## src/rtl/auth_lock_ctrl.sv

```systemverilog
// auth_lock_ctrl: sequencing controller for a setter/guesser code comparator.
// It stores the setter's code, latches each guess, fires the external
// comparator for one cycle, and times the unlocked window and the lockout
// that follows too many failed attempts.
module auth_lock_ctrl #(
  parameter int CODE_W      = 4,
  parameter int MAX_TRIES   = 3,
  parameter int LOCK_CYCLES = 16,
  parameter int OPEN_CYCLES = 8,
  localparam int TRY_W      = $clog2(MAX_TRIES + 1)
) (
  input  logic              clk,
  input  logic              rst_n,
  input  logic [CODE_W-1:0] set_code,
  input  logic              set_btn,
  input  logic [CODE_W-1:0] guess,
  input  logic              submit_btn,
  output logic [CODE_W-1:0] code_out,
  output logic [CODE_W-1:0] guess_out,
  output logic              cmp_en,
  input  logic              match_in,
  output logic              unlocked,
  output logic              denied,
  output logic              alarm,
  output logic [TRY_W-1:0]  tries_left,
  output logic [2:0]        state
);

  // One shared counter times both OPEN and LOCKOUT, so it is sized for the
  // longer of the two windows.
  localparam int MAX_WIN = (LOCK_CYCLES > OPEN_CYCLES) ? LOCK_CYCLES : OPEN_CYCLES;
  localparam int CNT_W   = $clog2(MAX_WIN + 1);

  localparam logic [CNT_W-1:0] OPEN_LAST = CNT_W'(OPEN_CYCLES - 1);
  localparam logic [CNT_W-1:0] LOCK_LAST = CNT_W'(LOCK_CYCLES - 1);
  localparam logic [TRY_W-1:0] TRY_MAX   = TRY_W'(MAX_TRIES);
  localparam logic [TRY_W-1:0] TRY_ONE   = TRY_W'(1);

  typedef enum logic [2:0] {
    S_EMPTY   = 3'd0,
    S_ARMED   = 3'd1,
    S_CHECK   = 3'd2,
    S_OPEN    = 3'd3,
    S_DENY    = 3'd4,
    S_LOCKOUT = 3'd5
  } state_t;

  state_t             state_q, state_d;
  logic [CODE_W-1:0]  code_q, code_d;
  logic [CODE_W-1:0]  guess_q, guess_d;
  logic [TRY_W-1:0]   tries_q, tries_d;
  logic [CNT_W-1:0]   cnt_q, cnt_d;
  logic               set_prev_q, sub_prev_q;
  logic               set_edge, sub_edge;

  // A held button must count once, so only the 0->1 transition is an event.
  assign set_edge = set_btn & ~set_prev_q;
  assign sub_edge = submit_btn & ~sub_prev_q;

  // Button history is tracked in every state so an edge swallowed during
  // DENY or LOCKOUT cannot reappear later.
  always_ff @(posedge clk or negedge rst_n) begin
    if (!rst_n) begin
      set_prev_q <= 1'b0;
      sub_prev_q <= 1'b0;
    end else begin
      set_prev_q <= set_btn;
      sub_prev_q <= submit_btn;
    end
  end

  // State, stored code, latched guess, attempt budget and window counter.
  always_ff @(posedge clk or negedge rst_n) begin
    if (!rst_n) begin
      state_q <= S_EMPTY;
      code_q  <= '0;
      guess_q <= '0;
      tries_q <= TRY_MAX;
      cnt_q   <= '0;
    end else begin
      state_q <= state_d;
      code_q  <= code_d;
      guess_q <= guess_d;
      tries_q <= tries_d;
      cnt_q   <= cnt_d;
    end
  end

  // Next-state logic; everything holds unless a state handler changes it.
  always_comb begin
    state_d = state_q;
    code_d  = code_q;
    guess_d = guess_q;
    tries_d = tries_q;
    cnt_d   = cnt_q;
    case (state_q)
      S_EMPTY: begin
        if (set_edge) begin
          code_d  = set_code;
          tries_d = TRY_MAX;
          state_d = S_ARMED;
        end
      end
      S_ARMED: begin
        // Submit wins over a simultaneous set; rekeying here is not allowed.
        if (sub_edge) begin
          guess_d = guess;
          state_d = S_CHECK;
        end
      end
      S_CHECK: begin
        if (match_in) begin
          tries_d = TRY_MAX;
          cnt_d   = '0;
          state_d = S_OPEN;
        end else if (tries_q > TRY_ONE) begin
          tries_d = tries_q - 1'b1;
          state_d = S_DENY;
        end else begin
          tries_d = '0;
          cnt_d   = '0;
          state_d = S_LOCKOUT;
        end
      end
      S_DENY: begin
        state_d = S_ARMED;
      end
      S_OPEN: begin
        // Rekeying takes priority over the window running out.
        if (set_edge) begin
          code_d  = set_code;
          state_d = S_ARMED;
        end else if (cnt_q == OPEN_LAST) begin
          state_d = S_ARMED;
        end else begin
          cnt_d = cnt_q + 1'b1;
        end
      end
      S_LOCKOUT: begin
        if (cnt_q == LOCK_LAST) begin
          tries_d = TRY_MAX;
          state_d = S_ARMED;
        end else begin
          cnt_d = cnt_q + 1'b1;
        end
      end
      default: begin
        state_d = S_EMPTY;
      end
    endcase
  end

  assign code_out   = code_q;
  assign guess_out  = guess_q;
  assign tries_left = tries_q;
  assign state      = state_q;
  assign cmp_en     = (state_q == S_CHECK);
  assign unlocked   = (state_q == S_OPEN);
  assign denied     = (state_q == S_DENY);
  assign alarm      = (state_q == S_LOCKOUT);

endmodule

```

## config.mk

```make
export PLATFORM = sky130hd
export DESIGN_NAME = auth_lock_ctrl
export DESIGN_NICKNAME = d
export VERILOG_FILES = /design/src/rtl/auth_lock_ctrl.sv
export SDC_FILE = /design/constraint.sdc
export NUM_CORES = 1
export LEC_CHECK = 0
export BUFFER_PORTS_ARGS = -buffer_cell sky130_fd_sc_hd__buf_2
export CAP_MARGIN = 20
export CORE_AREA = 2 2 49 51
export CTS_BUF_LIST = sky130_fd_sc_hd__clkbuf_8 sky130_fd_sc_hd__clkbuf_16
export DETAILED_ROUTE_END_ITERATION = 8
export DIE_AREA = 0 0 51 53
export HOLD_SLACK_MARGIN = 0.15
export PLACE_DENSITY = 0.75
export RECOVER_POWER = 50
export SLEW_MARGIN = 30
export SYNTH_ARGS = -nofsm -noshare
export SYNTH_HDL_FRONTEND = slang
export SYNTH_SLANG_ARGS = --single-unit
export TNS_END_PERCENT = 100
```

## constraint.sdc

```tcl
create_clock -name clk -period 2.35 [get_ports clk]
set_input_delay 0.235 -clock clk [delete_from_list [all_inputs] [get_ports clk]]
set_output_delay 0.235 -clock clk [all_outputs]
set_load 0.03 [all_outputs]
```

## Word-level counts from Yosys, hierarchy flattened

Index checks and enable logic that the tools add are counted.

- Bits in registers: 20
- Bits of input ports: 13
- Word-level logic and storage cells: 57

- Add/sub/neg operators: 2
- Magnitude comparators: 1
- Equal/unequal tests: 15
- Muxes and demuxes: 19
- Bitwise logic cells: 4
- Reduce and logical (&&, ||, !) cells: 9

Operators by type and width:

| operator | count |
|---|---|
| 5-bit 2-to-1 mux | 5 |
| 3-bit 2-to-1 mux | 6 |
| 3-bit one-hot mux with 6 select lines | 1 |
| 5-bit one-hot mux with 3 select lines | 1 |
| 2-bit inequality test, second input constant | 5 |
| 2-bit 2-to-1 mux | 4 |
| 3-bit by 2-bit equality test with 1-bit output, second input constant | 2 |
| 3-bit equality test, second input constant | 2 |
| 2-bit one-hot mux with 3 select lines | 1 |
| 3-bit nonzero test | 2 |
| 5-bit by 1-bit adder with 5-bit output, second input constant | 1 |
| 5-bit by 3-bit equality test with 1-bit output, second input constant | 1 |
| 5-bit by 4-bit equality test with 1-bit output, second input constant | 1 |
| 5-bit AND reduction | 1 |
| 2-bit AND reduction | 2 |
| 4-bit AND reduction | 1 |
| 3-bit by 1-bit equality test with 1-bit output, second input constant | 1 |
| 3-bit zero test | 1 |
| 3-bit by 1-bit inequality test with 1-bit output, second input constant | 1 |
| 3-bit inequality test, second input constant | 1 |
| 3-bit AND reduction | 1 |
| 1-bit AND | 2 |
| 2-bit by 1-bit greater-than comparator with 1-bit output, second input constant | 1 |
| 2-bit by 1-bit inequality test with 1-bit output, second input constant | 1 |
| other kinds (4) | 5 |

## Depth between registers and ports, before layout

- Word-level depth: 4
- Depth in mapped cells: 6

## Worst setup path after synthesis

No wires, ideal clock.

- Path kind: register to register
- Start: reg state_q[0], in the netlist state[0]
- End: reg cnt_q[0]
- Setup time: 0.128 ns
- Data arrival time: 1.948 ns
- Data required time: 2.222 ns
- Path slack: 0.274 ns
- Cell stages (with the launch flop): 6
- Path buffers: 1
- Cell sequence: dfrtp_1 buf_2 nor3b_2 o21ai_1 nand3_1 mux2_1

- Cells in the longest elaborated chain, start to end: 3
- Elaborated cells on any way between the ends: 10
- Classes of those cells: 7 x eq/ne; 1 x mux; 2 x reduce/logical

RTL lines:

| item | line | source |
|---|---|---|
| from (decl) | 48 | `state_t state_q, state_d;` |
| from (signal assigned) | 81 | `state_q <= state_d;` |
| 3-bit by 2-bit equality test with 1-bit output (*) | -- |  |
| net cmp_en | 20 | `output logic cmp_en,` |
| 3-bit inequality test (no source line) or 3-bit nonzero test (tied branches) | -- |  |
| 5-bit AND reduction (no source line) | -- |  |
| to (signal assigned) | 85 | `cnt_q <= cnt_d;` |
| to (decl) | 52 | `logic [CNT_W-1:0] cnt_q, cnt_d;` |

The timed path passes the listed nets; every way through them passes the cells marked *.
A chain may end at the register's enable or synchronous reset.

## Final worst setup path

- Start: reg cnt_q[0]
- End: reg cnt_q[0]

- Cells in the longest elaborated chain, start to end: 4
- Elaborated cells on any way between the ends: 10
- Classes of those cells: 1 x add/sub; 4 x eq/ne; 4 x mux; 1 x reduce/logical

RTL lines:

| item | line | source |
|---|---|---|
| 5-bit by 1-bit adder with 5-bit output | 136, 144 |  |
| 5-bit 2-to-1 mux | 133 | `end else if (cnt_q == OPEN_LAST) begin` |
| 5-bit 2-to-1 mux | 130 | `if (set_edge) begin` |
| 5-bit one-hot mux with 3 select lines | 96 | `case (state_q)` |

Parallel ways exist; a longest one is shown, timed or not. The select of a mux whose other input is x is not followed.

==> metrics <==
most frequent cells in the layout=20 x buf_2, 18 x dfrtp_1, 9 x clkbuf_1, 6 x mux2_1; post-CTS setup buffers=0; total grt overflow=0; antenna cell count=0; Synth Area in Adders=2.39%; Max Freq=506 MHz; router iterations before antenna repair=4; Yosys warning count=0; syn_nets=106; initial DRC count=15; WHS Path Cells=2; Die Wd=51 um; class of the worst hold path=in -> reg; FF-to-FF path depth=6; peak per-stage delay on the critical path=0.41 ns; Synth area leaders=dfrtp_1 43%, mux2_1 6.5%, mux2_4 5.7%; predominant post-synthesis flop cell=dfrtp_1; EDFF count, synth=0; cts repair resizes=0; RSZ-0062 raised after global routing=no; Register Area=503 um^2; status=complete, no violations; Yosys top cell area share=43.0%; most common cell after layout, fill and taps aside=buf_2; Max-Cap Viols=0; initial antenna violation count=0; combinational family with the most area after synthesis=simple AND/OR/NAND/NOR gates; DR WL/cell=13.5 um; Yosys cell types=39; post-layout util=58.2%; largest net degree at the start of global routing=21; worst endpoint required time=2.49 ns; cell mode on critical path=ha_1; Vias/cell=5.59; Area growth, synth to finish=19.5%; DR DRC count=0; final setup fails=0; Core Footprint=2150 um^2; TritonCTS buffer count=3; Final Skew=0.000866 ns; CTS tree=done; Power Density=1250 nW/um^2; Routed Antenna Nets=0; gpl congestion=0.841; Critical-path top delay cell=dfrtp_1; final period utilization=84.2%; CTS root buffer=clkbuf_8; fin crit period=1.98 ns; Worst-Skew Late Latency=0.25 ns; Die Y=53 um; Starting Density=48.7%; I/O pin count=30; final-report hold violation count=0; post-synth top area cell=dfrtp_1; Slew @ Worst Pin=1.03 ns; Reg clk slew, reported paths=0.06 ns; IO buf count=29; Compound-Gate Fraction of Synth Area=13.6%; Hold-fix buffers, CTS=3; Max Slew Vio Count=0; GRT Util Overall=17.3%; post-synthesis sequential area ratio=48.0%; Nets=138; DP Wirelength=1510 um; simple-gate share of the synthesized area=17.7%; Die ar.=2700 um^2; setup_tns=0 ns; crit path kind=reg -> reg; first-pass GRT wire length=3430 um; Max-slew headroom=31.3%; clock buffer depth=2; # rows=17; mux contribution to synthesized area=12.2%; Synth Register Bits=20; post-synthesis xor/xnor area fraction=0.836%; FFs w/ async S/R, synth=100%; H-Tree Depth=1; share of cells above drive strength 1=27.3%; Cell Area, Synth=1050 um^2; drt total wl=2010 um; CP arrival=2.11 ns; Gate Count Post-Synth=91; mean post-synth cell area=11.5 um^2; VDD IR-drop max=0.640 mV; CP cell instances=ha_1 -> and3_1 -> ha_1 -> nand3b_1 -> nand3_1 -> mux2_1; detailed-route via count=833; Crit Path Max Fanout=5; fillers=189; crit path capture type=register; multi-input logic area=489 um^2; vias in the first global route=760; Leak=0.598 nW; total clock sinks=20; CP startpoint kind=register
==> registers in the layout (all words and copies together) (netlist names) <==
| signal | flops |
|---|---|
| set_prev_q | 1 |
| code_out | 4 |
| cnt_q | 5 |
| sub_prev_q | 1 |
| state | 3 |
| guess_out | 4 |
| tries_left | 2 |
==> report_power, final <==
group	internal (mW)	switching, mW
Sequential	0.469	0.121
Combinational	0.293	0.468
Clock	0.114	0.0997
==> final timing paths <==
| kind | slack, ns | end | from |
|---|---|---|---|
| min in group asynchronous | 0.68 | guess_out[2]$_DFFE_PN0P_ | rst_n |
| max reg2reg | 0.37 | cnt_q[0]$_DFFE_PN0P_ | cnt_q[0]$_DFFE_PN0P_ |
| min | 0.20 | guess_out[0]$_DFFE_PN0P_ | guess[0] |
| max | 0.37 | cnt_q[0]$_DFFE_PN0P_ | cnt_q[0]$_DFFE_PN0P_ |
| max in group asynchronous | 1.05 | cnt_q[4]$_DFFE_PN0P_ | rst_n |
| min reg2reg | 0.49 | guess_out[3]$_DFFE_PN0P_ | guess_out[3]$_DFFE_PN0P_ |
==> stage by stage <==
step           instance area [um^2]  instances  worst slack [ns]  power (mW)  hold slack, ns
2_1_floorplan                  1050         91             0.274        1.19         -0.0606
3_3_place_gp                   1190        143             0.481        1.34           0.202
3_5_place_dp                   1190        143             0.395        1.37           0.206
4_1_cts                        1260        149             0.379        1.59           0.199
5_1_grt                        1250        149             0.249        1.67           0.194
6_report                       1250        149             0.372        1.56           0.199
==> Yosys cell counts, types with 2 or more instances <==
cell,instances
buf_6,2
dfstp_2,2
nand2_1,3
nor2b_1,2
mux2_1,6
inv_1,5
and3_1,2
dfrtp_1,18
o21ai_1,2
nor3_1,2
buf_2,2
a21oi_1,3
a32o_1,3
nand3_1,3
nor2_1,5
nand2b_1,2
nand3b_1,2
ha_1,2
and2_1,2
mux2_4,4
==> layout make-up <==
class | instances | area share (%)
Multi-Input combinational cell | 61 | 39.1
Timing Repair Buffer | 32 | 13.1
Tap cell | 28 | 2.80
Clock buffer | 3 | 3.30
Inverter | 5 | 1.50
Sequential cell | 20 | 40.2
==> critical path: cells and delay by family, from the launching register on <==
kind,cells,cell delay (ns)
multiplexers,1,0.35
adder cells (fa/ha/maj),2,0.43
AND/OR/NAND/NOR,3,0.68
flip-flops,1,0.41
==> logic make-up (layout without fill, tap and decap cells) <==
| logic type | Yosys count | count (layout) |
|---|---|---|
| xor gates and xnor gates | 1 | 1 |
| and+or+nand+nor | 30 | 30 |
| adders and majority gates | 2 | 2 |
| buffers and inverters | 10 | 40 |
| DFF | 20 | 20 |
| AOI/OAI and AO/OA | 18 | 18 |
| muxes | 10 | 10 |
==> routing by layer <==
metal  share of wire (%)  global-route usage, %  vias to the layer above
met1                  46                   22.1                      400
met2                  45                   28.1                       32
met5                   0                      0                        -
li1                    -                      -                      395
met4                 1.8                   8.11                        0
met3                 7.0                   3.67                        6
Note: power is estimated with default switching activity, not from simulation.
